`src/rtl/regfile_mux_nport.sv`:
```
// Register file with NUM_RD read ports, one write port and an optional hardwired zero register.
// Defining REGFILE_WR_BYPASS_EN forwards same-cycle write data to matching read ports.
module regfile_mux_nport #(
  parameter int NUM_REGS = 32,
  parameter int DATA_W   = 64,
  parameter int NUM_RD   = 2,
  parameter int ZERO_REG = 31,
  parameter int REG_OUT  = 0,
  localparam int ADDR_W  = $clog2(NUM_REGS)
) (
  input  logic                     clk,
  input  logic                     reset_n,
  input  logic                     wr_en,
  input  logic [ADDR_W-1:0]        wr_addr,
  input  logic [DATA_W-1:0]        wr_data,
  input  logic [NUM_RD*ADDR_W-1:0] rd_addr,
  output logic [NUM_RD*DATA_W-1:0] rd_data
);

  // An index is live when it names real storage other than the zero register.
  function automatic logic addr_live(input logic [ADDR_W-1:0] addr);
    return (int'(addr) < NUM_REGS) && (int'(addr) != ZERO_REG);
  endfunction

  logic [DATA_W-1:0]        regs [NUM_REGS];
  logic [ADDR_W-1:0]        rd_idx [NUM_RD];
  logic [NUM_RD*DATA_W-1:0] sel_flat;
  logic                     wr_ok;

  assign wr_ok = reset_n && wr_en && addr_live(wr_addr);

  for (genvar p = 0; p < NUM_RD; p++) begin : g_idx
    assign rd_idx[p] = rd_addr[p*ADDR_W +: ADDR_W];
  end

  always_ff @(posedge clk or negedge reset_n) begin
    if (!reset_n) begin
      for (int i = 0; i < NUM_REGS; i++) begin
        regs[i] <= '0;
      end
    end else if (wr_ok) begin
      regs[wr_addr] <= wr_data;
    end
  end

  // Dead indices (zero register, out of range) select the constant-zero leg of each port's mux.
  always_comb begin
    sel_flat = '0;
    for (int p = 0; p < NUM_RD; p++) begin
      if (addr_live(rd_idx[p])) begin
        sel_flat[p*DATA_W +: DATA_W] = regs[rd_idx[p]];
      end
`ifdef REGFILE_WR_BYPASS_EN
      if (wr_ok && (rd_idx[p] == wr_addr)) begin
        sel_flat[p*DATA_W +: DATA_W] = wr_data;
      end
`endif
    end
  end

  if (REG_OUT != 0) begin : g_reg_out
    logic [NUM_RD*DATA_W-1:0] rd_q;

    always_ff @(posedge clk or negedge reset_n) begin
      if (!reset_n) begin
        rd_q <= '0;
      end else begin
        rd_q <= sel_flat;
      end
    end

    assign rd_data = rd_q;
  end else begin : g_comb_out
    assign rd_data = sel_flat;
  end

endmodule

```
`config.mk`:
```
export PLATFORM = sky130hd
export DESIGN_NAME = regfile_mux_nport
export DESIGN_NICKNAME = d
export VERILOG_FILES = /design/src/rtl/regfile_mux_nport.sv
export SDC_FILE = /design/constraint.sdc
export NUM_CORES = 2
export LEC_CHECK = 0
export CAP_MARGIN = 20
export CORE_ASPECT_RATIO = 2
export CORE_MARGIN = 2
export CORE_UTILIZATION = 45
export DETAILED_ROUTE_END_ITERATION = 10
export DONT_BUFFER_PORTS = 1
export PLACE_DENSITY = 0.73
export SLEW_MARGIN = 10
export SYNTH_ARGS = -nofsm -noshare
export SYNTH_HDL_FRONTEND = slang
export SYNTH_SLANG_ARGS = --single-unit
```
`constraint.sdc`:
```
create_clock -name clk -period 2.3 [get_ports clk]
set_clock_uncertainty 0.05 [all_clocks]
set_input_delay 0.46 -clock clk [delete_from_list [all_inputs] [get_ports clk]]
set_output_delay 0.46 -clock clk [all_outputs]
set_load 0.01 [all_outputs]
```
==> out/metrics.yaml <==
outcome:
  run_status: "complete, but fails checks"
  violations: "max-slew violations, negative setup slack"
drt:
  via_per_inst: 6.608
  drc: 0
  routedWlPerCell_um: 33.22
  ant_nets: 0
  route.vias.total: 73544
  routed_wl_um: 369700
  drtIter0Drc: 5962
  dr.pass1.iters: 8
power_and_ir_drop:
  irDropWorstVdd_mv: 0.5459
  p_per_area_nw_per_um2: 719.4
  power.leakage_nw: 57.73
timing:
  drv_slew: 516
  finalCriticalPeriod_ns: 4.589
  max-slew-margin-rel_pct: -86.51
  grt_setup_unrepaired: "yes"
  fin_crit_sh_pct: 199.5
  worstMarginPinSlew_ns: 2.798
  hold_viol_final: 0
  fin_ws_ns: -2.289
  setup_viol: 2958
  fmax_mhz: 217.9
global_route:
  grt_max_degree: 516
  grt_pass1_wl_um: 538100
  track_usage_pct: 28.99
  antenna_found_initial: 23
  grt_pass1_vias: 80047
  grt-ovfl-total: 0
yosys:
  synth-xor-area-share_pct: 0
  synth_top_family_by_area: "multiplexers"
  ys_seq_area_share_pct: 46.44
  synth-edff-count: 0
  ys.flop_type: "dfrtp_1"
  synth_compound_area_share_pct: 5.974
  yosys.area_share.simple_pct: 1.469
  async_flop_share_pct: 100.0
  synth_cell_types: 40
  ys_warn_count: 0
  syn_area_um2: 110400
  synthAdderAreaFrac_pct: 0
  muxShareOfSynthArea_pct: 41.63
  netlist_instances: 7633
  ys_seq_elements: 2048
  synth_nets: 7715
  syn_avg_cell_area_um2: 14.46
cells_and_area:
  reg_top3: "regs x2048"
  syn_to_final_growth_pct: 17.86
  top_register: "regs"
  largest_reg_flops: 2048
  final_cell_area_um2: 130100
  drive_gt1_share_pct: 54.52
  fin_util_pct: 53.23
  fin_nets: 7831
setup_path:
  max_stage_delay_ns: 1.44
  cpMaxStageDelayCell: "mux4_2"
  cpLargestDelayFamily: "multiplexers"
  cp-start-kind: "input port"
  crit_required_ns: 1.79
  path_max_fanout: 515
  cp.buffers_inverters: 1
  cp-end-kind: "output pin"
  worstSetupPathType: "in -> out"
  critPathArrivalTime_ns: 4.08
  cp_cell_sequence: "mux4_2, mux2_4, a221oi_4, a211oi_2, buf_4"
cts:
  clock_latency_ns: 0.82
  cts-root-buf: "clkbuf_16"
  cts_tree: "done"
  max-clock-path-buffers: 4
  clock-sinks: 2048
  cts-buffers-inserted: 184
  clk_pin_slew_ns: 0.07
  htreeDepth: 4
floorplanning:
  die_w_um: 354.2
  ios: 210
  die_h_um: 704.4
  coreArea_um2: 244400
  initial_core_util_pct: 45.16
  fp-row-count: 257
  die_area_um2: 249500
min_path:
  hold_class: "in -> reg"
job:
  maxCapViolations: 0
placement:
  dp_hpwl_um: 216100
  placed_area_um2: 118800
  io_buffers: 0
  gp_congestion: 0.8367
cell families (layout without fill, tap and decap cells):
logic type | after synthesis | in the layout
muxes | 3520 | 3520
DFF | 2048 | 2048
AOI/OAI and AO/OA | 896 | 896
buffers and inverters | 888 | 1136
and+or+nand+nor | 281 | 281
other | 0 | 12
worst register-to-register path, cell delays in order (launching register included):
cell	delay, ns
dfrtp_1	0.40
buf_4	0.14
buf_4	0.12
mux2_2	0.26
synthesized netlist by cell type (2+ instances only):
library cell / number / area share (%)
buf_1: 20 / 0.068
inv_1: 3 / 0.010
mux2_1: 100 / 1.0
inv_2: 2 / 0.0068
nor2_2: 13 / 0.074
nor2_1: 2 / 0.0068
nand3b_1: 3 / 0.020
o22ai_1: 127 / 0.72
buf_6: 107 / 1.1
clkbuf_1: 411 / 1.4
nand4b_1: 2 / 0.016
a21oi_1: 108 / 0.49
clkbuf_4: 2 / 0.014
nor2_8: 4 / 0.073
buf_2: 189 / 0.86
a221oi_1: 42 / 0.33
or3b_2: 2 / 0.016
mux2i_1: 768 / 7.0
mux2_2: 1997 / 20
nand3_1: 5 / 0.023
nand2_1: 111 / 0.38
nor2b_1: 7 / 0.040
nand2_2: 9 / 0.051
nand3b_2: 4 / 0.041
a211oi_1: 362 / 2.5
mux4_2: 640 / 13
buf_4: 154 / 1.0
dfrtp_1: 2048 / 46
nor3b_2: 5 / 0.057
o221ai_1: 129 / 1.0
mux2_4: 15 / 0.20
a2bb2oi_1: 107 / 0.85
o21ai_0: 20 / 0.091
and2_1: 109 / 0.62
timing repair:
action,4_1_cts,5_1_grt
gates cloned,13,8
hold buffers,82,1
hold endpoints to repair,2196,70
resized for setup,352,160
buffers inserted,27,24
setup endpoints to repair,3557,3106
pin swaps,196,102
layout by cell type (no fill, tap or decap), types with 42 or more instances in the layout:
cell / instances
a211oi_2: 268
a211oi_4: 89
a21oi_1: 108
a2bb2oi_2: 70
and2_1: 65
and2_4: 42
buf_12: 210
buf_4: 418
buf_6: 46
clkbuf_1: 43
clkbuf_16: 193
dfrtp_1: 2048
dlygate4sd3_1: 68
mux2_1: 100
mux2_2: 1977
mux2i_1: 768
mux4_2: 640
nand2_1: 106
o221ai_1: 89
o22ai_1: 96
through the flow:
| stage | TNS, ns | setup slack [ns] | std cells | power [W] | hold slack, ns |
|---|---|---|---|---|---|
| 3_3_place_gp | -5045.33 | -2.200 | 10652 | 0.05860 | 0.1152 |
| 4_1_cts | -1463.15 | -0.9250 | 11058 | 0.09308 | 0.01966 |
| 5_1_grt | -1417.80 | -1.221 | 11124 | 0.09658 | 0.04927 |
| 6_report | -1200.14 | -2.289 | 11130 | 0.09358 | 0.04135 |
| 2_1_floorplan | -0.01499 | -0.0009301 | 7633 | 0.05580 | 0.1144 |
| 3_5_place_dp | -5425.30 | -2.365 | 10652 | 0.05979 | 0.1152 |
final cells by class:
type	count	area, um^2
Sequential cell	2048	51250
Antenna cell	12	30.03
Timing Repair Buffer	813	10160
Tap cell	3237	4050
Multi-Input combinational cell	4697	58550
Clock buffer	254	5149
Inverter	5	52.55
Fill cell	19663	114300
Clock inverter	64	827.0
path summary, 6_finish.rpt:
path                                                to  slack (ns)                  start  cells after the start
worst min register to register    regs[24]$_DFFE_PN0P_        0.36   regs[24]$_DFFE_PN0P_                      0
worst max-delay path                       rd_data[68]       -2.29             rd_addr[5]                      5
max in group asynchronous       regs[1444]$_DFFE_PN0P_       -0.29                reset_n                      9
worst min-delay path            regs[1905]$_DFFE_PN0P_        0.04             wr_addr[3]                      4
min in group asynchronous       regs[1158]$_DFFE_PN0P_        0.51                reset_n                      2
worst max register to register   regs[512]$_DFFE_PN0P_        1.23  regs[512]$_DFFE_PN0P_                      3
layer usage:
metal  wire length [um]  track usage, %  part of all wire (%)  up-vias
li1                   -               -                     -    29410
met1             129100           32.37                    35    39416
met2             185300           49.82                    50     3325
met3              23840           4.960                   6.4     1379
met4              31390           20.83                   8.5       14
met5                 99               0                 0.027        -
where the power goes:
group / switching (W) / internal [W]
Clock: 0.0143 / 0.0177
Sequential: 0.00358 / 0.0407
Combinational: 0.00706 / 0.0103
Note: power is estimated with default switching activity, not from simulation.
